--- src/rtl/mips_driver.sv ---
`default_nettype none
// ============================================================================
// Module      : mips_driver
// Description : Encodes MIPS requests into a FIFO and issues them to a core,
//               tracking in-flight work and saturating core fail count.
// Revision    : 1.0 - initial release
// ============================================================================
module mips_driver #(
    parameter int DEPTH = 4
) (
    input  logic        clk,
    input  logic        rst_n,
    input  logic        req_valid,
    output logic        req_ready,
    input  logic [2:0]  req_op,
    input  logic [2:0]  req_rs,
    input  logic [2:0]  req_rt,
    input  logic [2:0]  req_rd,
    input  logic [4:0]  req_shamt,
    input  logic [15:0] req_imm,
    input  logic        hold,
    output logic        in_valid,
    output logic [31:0] instruction,
    input  logic        out_valid,
    input  logic        instruction_fail,
    output logic        idle,
    output logic        done,
    output logic [7:0]  fail_cnt
);

    localparam int             AW       = $clog2(DEPTH);
    localparam logic [AW:0]    FULL_CNT = (AW+1)'(DEPTH);

    typedef enum logic [1:0] {
        IDLE  = 2'd0,
        ISSUE = 2'd1,
        DRAIN = 2'd2
    } state_e;

    function automatic logic [4:0] map_reg(input logic [2:0] idx);
        logic [4:0] r;
        case (idx)
            3'd0:    r = 5'b10001;
            3'd1:    r = 5'b10010;
            3'd2:    r = 5'b01000;
            3'd3:    r = 5'b10111;
            3'd4:    r = 5'b11111;
            3'd5:    r = 5'b10000;
            default: r = 5'b00000;
        endcase
        return r;
    endfunction

    function automatic logic [31:0] encode(
        input logic [2:0]  op,
        input logic [2:0]  rs,
        input logic [2:0]  rt,
        input logic [2:0]  rd,
        input logic [4:0]  shamt,
        input logic [15:0] imm
    );
        logic [31:0] w;
        case (op)
            3'd0:    w = {6'b000000, map_reg(rs), map_reg(rt), map_reg(rd), shamt, 6'b100000};
            3'd1:    w = {6'b000000, map_reg(rs), map_reg(rt), map_reg(rd), 5'd0,  6'b100100};
            3'd2:    w = {6'b000000, map_reg(rs), map_reg(rt), map_reg(rd), 5'd0,  6'b100101};
            3'd3:    w = {6'b000000, map_reg(rs), map_reg(rt), map_reg(rd), 5'd0,  6'b100111};
            3'd4:    w = {6'b000000, 5'd0,        map_reg(rt), map_reg(rd), shamt, 6'b000000};
            3'd5:    w = {6'b000000, 5'd0,        map_reg(rt), map_reg(rd), shamt, 6'b000010};
            // ADDI targets map(rd) in the rt slot
            3'd6:    w = {6'b001000, map_reg(rs), map_reg(rd), imm};
            default: w = 32'h8000_0000;
        endcase
        return w;
    endfunction

    logic [31:0]   mem_q [DEPTH];
    logic [AW-1:0] wr_ptr_q;
    logic [AW-1:0] rd_ptr_q;
    logic [AW:0]   count_q;
    logic [2:0]    inflight_q;
    logic [7:0]    fail_cnt_q;
    logic [31:0]   instruction_q;
    logic          in_valid_q;
    logic          done_q;
    state_e        state_q;

    logic full;
    logic empty;
    logic push;
    logic pop;

    assign full  = (count_q == FULL_CNT);
    assign empty = (count_q == '0);
    assign push  = req_valid && !full;
    assign pop   = (state_q == ISSUE) && !hold && !empty;

    assign req_ready   = !full;
    assign in_valid    = in_valid_q;
    assign instruction = instruction_q;
    assign idle        = (state_q == IDLE);
    assign done        = done_q;
    assign fail_cnt    = fail_cnt_q;

    always_ff @(posedge clk) begin
        if (push) begin
            mem_q[wr_ptr_q] <= encode(req_op, req_rs, req_rt, req_rd, req_shamt, req_imm);
        end
    end

    always_ff @(posedge clk or negedge rst_n) begin
        if (!rst_n) begin
            wr_ptr_q      <= '0;
            rd_ptr_q      <= '0;
            count_q       <= '0;
            inflight_q    <= '0;
            fail_cnt_q    <= '0;
            instruction_q <= '0;
            in_valid_q    <= 1'b0;
            done_q        <= 1'b0;
            state_q       <= IDLE;
        end else begin
            if (push) begin
                wr_ptr_q <= wr_ptr_q + 1'b1;
            end
            if (pop) begin
                rd_ptr_q <= rd_ptr_q + 1'b1;
            end
            case ({push, pop})
                2'b10:   count_q <= count_q + 1'b1;
                2'b01:   count_q <= count_q - 1'b1;
                default: ;
            endcase

            in_valid_q    <= pop;
            instruction_q <= pop ? mem_q[rd_ptr_q] : 32'd0;

            case ({in_valid_q, out_valid})
                2'b10: inflight_q <= inflight_q + 1'b1;
                2'b01: if (inflight_q != 3'd0) inflight_q <= inflight_q - 1'b1;
                default: ;
            endcase

            if (out_valid && instruction_fail && (fail_cnt_q != 8'hFF)) begin
                fail_cnt_q <= fail_cnt_q + 1'b1;
            end

            done_q <= 1'b0;
            case (state_q)
                IDLE: begin
                    if (!empty) state_q <= ISSUE;
                end
                ISSUE: begin
                    if (empty) state_q <= DRAIN;
                end
                DRAIN: begin
                    // New work takes priority over finishing the batch
                    if (!empty) begin
                        state_q <= ISSUE;
                    end else if ((inflight_q == 3'd0) && !in_valid_q) begin
                        state_q <= IDLE;
                        done_q  <= 1'b1;
                    end
                end
                default: state_q <= IDLE;
            endcase
        end
    end

endmodule
`default_nettype wire

--- config.mk ---
export PLATFORM = sky130hd
export DESIGN_NAME = mips_driver
export DESIGN_NICKNAME = d
export VERILOG_FILES = /design/src/rtl/mips_driver.sv
export SDC_FILE = /design/constraint.sdc
export NUM_CORES = 1
export LEC_CHECK = 0
export CAP_MARGIN = 30
export CORE_MARGIN = 5
export CORE_UTILIZATION = 38
export DETAILED_ROUTE_END_ITERATION = 10
export PLACE_DENSITY_LB_ADDON = 0.25
export SETUP_SLACK_MARGIN = 0.2
export SLEW_MARGIN = 20
export SYNTH_ARGS = -nofsm -noshare
export SYNTH_HDL_FRONTEND = slang
export SYNTH_SLANG_ARGS = --single-unit
--- constraint.sdc ---
create_clock -name clk -period 2.1 [get_ports clk]
set_input_delay 0.42 -clock clk [delete_from_list [all_inputs] [get_ports clk]]
set_output_delay 0.42 -clock clk [all_outputs]
set_load 0.01 [all_outputs]
* After elaboration in Yosys (flattened, before gate mapping) *
Memories as Yosys holds them, arrays and structs flattened.
Cells that the tools add are included.

storage, ports and cells
  logic and storage cells = 91
  register bits after elaboration = 54
  ROM bits = 0
  memories = 1
  bits in latches = 0
  RAM bits = 128
  output and inout port bits = 44

memories
  memory  words  width  read ports  clocked after Yosys merged registers in  write ports  RTL line  RTL
  mem_q   4      32     1           0                                        1            77        logic [31:0] mem_q [DEPTH];

operators by class
  shift operators = 0
  bitwise logic cells = 0
  multiplexer cells = 19
  $mul = 0
  reduce and logical (&&, ||, !) cells = 22
  div/mod/pow operators = 0
  add/subtract/negate cells = 7
  eq/ne operators = 33
  order comparisons = 0

operators by type and width
  kind                                                                    count
  32-bit case mux with 7 select lines                                     1
  5-bit case mux with 6 select lines                                      3
  32-bit 2-to-1 mux                                                       2
  3-bit equality test (second input constant)                             10
  3-bit by 2-bit equality test with 1-bit output (second input constant)  8
  3-bit logical NOT                                                       6
  3-bit by 1-bit equality test with 1-bit output (second input constant)  4
  3-bit case mux with 2 select lines                                      2
  8-bit by 1-bit adder with 8-bit output (second input constant)          1
  2-bit 2-to-1 mux                                                        4
  8-bit inequality test (second input constant)                           1
  3-bit by 1-bit adder with 3-bit output (second input constant)          2
  2-bit by 1-bit equality test with 1-bit output (second input constant)  3
  2-bit equality test (second input constant)                             3
  1-bit logical AND                                                       6
  2-bit inequality test (second input constant)                           3
  2-bit case mux with 3 select lines                                      1
  3-bit by 1-bit subtractor with 3-bit output (second input constant)     2
  1-bit 2-to-1 mux                                                        5
  2-bit by 1-bit adder with 2-bit output (second input constant)          2
  1-bit logical NOT                                                       4
  2-bit nonzero test                                                      2
  3-bit 2-to-1 mux                                                        1
  3-bit inequality test (second input constant)                           1
  other kinds (4)                                                         4

* Logic depth before layout (Yosys ltp) *
  depth in word-level cells = 5
  gate-level depth with buffers = 10

* Worst setup path after synthesis *
No wires, ideal clock.

  path type = register -> register
  start point = reg state_q[1]
  end point = reg count_q[2]
  slack = -0.055 ns
  cell stages (with the launch flop) = 11
  required time = 2.021 ns
  period minus slack after synthesis = 2.155 ns
  arrival time = 2.076 ns
  cells stage by stage = dfrtp_1 -> nand2b_1 -> or3_1 -> buf_2 -> inv_1 -> ha_1 -> inv_1 -> fa_1 -> xor2_1 -> nor2_1 -> xor2_1

between the ends
  cells in the longest elaborated chain, start to end = 5
  elaborated cells between the ends (all ways) = 7
  those cells by class = eq/ne: 3; mux: 1; reduce/logical: 3

ends and longest elaborated chain
  what                                                                                          RTL line  RTL
  start, declared                                                                               86        state_e state_q;
  start signal, assigned                                                                        121       state_q <= IDLE;
  start signal, assigned                                                                        151       if (!empty) state_q <= ISSUE;
  start signal, assigned                                                                        154       if (empty) state_q <= DRAIN;
  2-bit by 1-bit equality test with 1-bit output (*)                                            96        assign pop = (state_q == ISSUE) && !hold && !empty;
  1-bit logical AND (*) (2 in series)                                                           96
  via pop                                                                                       91        logic pop;
  2-bit by 1-bit equality test with 1-bit output / 2-bit equality test (equally long branches)  129       case ({push, pop})
  3-bit case mux with 2 select lines / 2-bit nonzero test (equally long branches)               n/a
  end signal, assigned                                                                          130       2'b10: count_q <= count_q + 1'b1;
  end signal, assigned                                                                          131       2'b01: count_q <= count_q - 1'b1;
  end, declared                                                                                 80        logic [AW:0] count_q;

Mark *: on every way through the listed nets, which the timed path passes. The rest lies on a longest branch.
A chain may end at the register's enable or synchronous reset.

* Worst setup path in the final report *
  start point = reg count_q[1]
  end point = reg count_q[2]

between the ends
  cells in the longest elaborated chain, start to end = 5
  elaborated cells between the ends (all ways) = 12
  those cells by class = add/sub: 2; eq/ne: 3; mux: 1; reduce/logical: 6

ends and longest elaborated chain
  what                                                                                          RTL line
  3-bit equality test / 3-bit logical NOT (equally long branches)                               93, 94
  1-bit logical NOT, on equally long branches                                                   n/a
  1-bit logical AND, on equally long branches                                                   95, 96
  2-bit by 1-bit equality test with 1-bit output / 2-bit equality test (equally long branches)  129
  3-bit case mux with 2 select lines / 2-bit nonzero test (equally long branches)               n/a

Parallel ways exist; a longest one is shown, timed or not.

==> impl_metrics.ini <==
[critical_path]
r2r_slack_ns = 0.09
worstPathArrival_ns = 2.34
critPathKind = reg2reg
cp.required_ns = 2.43
r2r_start = count_q[1]
crit_start = count_q[1]
startpoint_type = flop
worst_setup_path_end_kind = flop
endpoint = count_q[2]
r2r-end = count_q[2]
worstPathMaxFanout = 4
rr_worst_depth = 9

[timing]
timing.hold.ws_ns = 0.496
clock-skew-final_ns = 0.0159
period_share_pct = 95.9
fin_crit_ns = 2.01
hold_violations = 0
worst_slack_ns = 0.0851
setup_viol = 0
clock.fmax_ghz = 0.496
rsz0062_at_grt = yes
drv_slew = 0
setup_tns_ns = 0

[placed_design]
placed_area_mm2 = 0.00789
dp.cells = 713
place_congestion = 0.738
portBuffers = 78
dp_slack_ns = -0.255
dp_hpwl_um = 9000

[yosys]
synth_edf_count = 112
ys_ff_latch = 162
ys_warn_count = 0
synth_top_area_share_pct = 50.6
syn_area_mm2 = 0.00665
synthTopCellsByArea = edfxtp_1, dfrtp_1, mux4_2
synthArstFlopShare_pct = 30.9
ys_types = 55
synth_cells = 402
synth_top_area_cell = edfxtp_1
seq_area_frac_synth_pct = 69.4
ys.flop_type = edfxtp_1
avgSynthCellArea_um2 = 16.5

[power_and_ir_drop]
switching_share_pct = 28.7
irDropWorstVdd_mv = 0.666
seqPwrFrac_pct = 41.2
power_frac_clock_pct = 26.2
intPower_mw = 8.16
p_per_area_mw_per_mm2 = 1340
p_leak_nw = 3.23
pwr-share-comb_pct = 32.6
netSwitchingPower_mw = 3.28

[floorplan]
start_util_pct = 38.6
die_w_um = 142
num_rows = 48
pin_count = 83
coreArea_mm2 = 0.0172
die-area_mm2 = 0.0202
die_h_um = 142

[clock_tree]
clkLatencyLatePin_ns = 0.42
clk_pin_slew_worst_paths_ns = 0.06
root_buffer = clkbuf_16
cts_num_sinks = 162
cts_max_level = 4
max-clock-path-buffers = 2
cts_buffers = 17
cts_tree = built

[routing]
drcViolationCount = 0
drtPass1Iterations = 4
num_vias = 3744
antenna_left = 0
vias_per_cell = 4.96
first_iter_violations = 173
wl_um = 13600
avgRoutedWirePerCell_um = 18.0

[finish]
final_cell_mix = edfxtp_1, clkdlybuf4s50_1, dfrtp_1
nets = 564
diodes = 0
mostFrequentLayoutCell = edfxtp_1
fin_cells = 755
layout-drive-gt1-share_pct = 20.9
stdcell_area_mm2 = 0.00855
area_growth_pct = 28.6

[global_route]
grt_pass1_vias = 3984
grt_max_degree = 36
grt_usage_pct = 14.1
antenna_found_initial = 0
grt.overflow.total = 0
grt_pass1_wl_um = 21700

[min_path]
hold_class = in2async

[status]
outcome = finished, final reports clean

[run]
timing.max_cap.violations = 0
[worst min-delay path by stage]
stage           from              end  slack [ns]  cells past startpoint
6_report       rst_n  instruction[11]        0.50                      2
5_1_grt        rst_n  instruction[14]        0.54                      2
4_1_cts        rst_n  instruction[14]        0.52                      2
3_5_place_dp   rst_n      fail_cnt[7]        0.42                      1
3_3_place_gp   rst_n      fail_cnt[7]        0.42                      1
2_1_floorplan  rst_n       count_q[0]        0.12                      0
[power groups by stage]
| stage | Clock [mW] | Combinational [mW] | Sequential, mW |
|---|---|---|---|
| 4_1_cts | 3.06 | 3.79 | 4.73 |
| 3_5_place_dp | 0 | 3.68 | 4.80 |
| 2_1_floorplan | 0 | 2.06 | 4.84 |
| 3_3_place_gp | 0 | 3.61 | 4.75 |
| 6_report | 2.99 | 3.73 | 4.71 |
| 5_1_grt | 3.20 | 4.06 | 4.80 |
[critical path, cell delays in order (launching register included)]
cell	delay, ns
dfrtp_1	0.41
or3b_4	0.39
and2_4	0.16
inv_4	0.05
ha_4	0.13
inv_2	0.03
fa_2	0.32
xor2_1	0.14
nor2_1	0.13
xor2_1	0.17
[area by class of cell]
class / instances / area (um2)
inverters: 14 / 57.6
clock buffers: 19 / 443
flip-flops and latches: 162 / 4620
multi-input cells: 211 / 1920
well taps: 225 / 282
fillers: 1422 / 8690
clock inverters: 13 / 130
repair buffers: 111 / 1100
[synth_stat cells, types with 2 or more instances]
master     number
edfxtp_1      112
dfrtp_1        50
mux4_2         28
nor2b_1        28
a21oi_1        18
inv_1          13
and2b_1        12
nor2_1         12
nand2_1        10
o2bb2ai_1       9
o21ai_0         8
buf_2           7
xnor2_1         7
ha_1            6
nand2b_1        6
nor3_1          6
xor2_1          6
buf_4           5
clkbuf_1        5
and3_2          4
nand3b_1        4
and3_1          3
nand4_1         3
a21boi_0        2
a21o_1          2
and2_1          2
fa_1            2
mux2_2          2
nand3_1         2
nor4b_1         2
o211ai_1        2
[logic make-up after synthesis]
group / count (synthesis) / share of synthesized area, %
buffers and inverters: 32 / 2.33
flip-flops: 162 / 69.4
adder cells (fa/ha/maj): 8 / 1.73
AO/OA/AOI/OAI: 50 / 4.93
multiplexers: 32 / 10.2
other: 1 / 0.0564
XOR/XNOR: 13 / 1.71
AND/OR/NAND/NOR: 104 / 9.62
[routing by layer]
metal | vias up | GRT usage, % | routed length [um]
li1 | 1749 | - | -
met2 | 91 | 22.7 | 6650
met5 | - | 0 | 0
met4 | 0 | 4.60 | 125
met3 | 14 | 3.76 | 643
met1 | 1890 | 18.7 | 6160
[state kept, by name, indices dropped and copies added, names as in the netlist]
name         count
count_q          3
done             1
fail_cnt         8
in_valid         1
inflight_q       3
instruction     28
mem_q          112
rd_ptr_q         2
state_q          2
wr_ptr_q         2
[timing repair]
action	4_1_cts	5_1_grt
hold buffers	1	0
buffers inserted	6	3
endpoints found under the hold margin	15	0
gates resized for setup	4	1
setup endpoints to repair	5	5
cloned	0	0
pin swaps	3	3
[stage by stage]
stage / power [mW] / util [%]
after detailed placement: 8.48 / 45.8
after floorplan: 6.90 / -
after global placement: 8.36 / 45.8
after global routing: 12.1 / 49.6
after CTS: 11.6 / 49.4
final: 11.4 / 49.6
No activity file was read; power rests on OpenSTA's default activity.
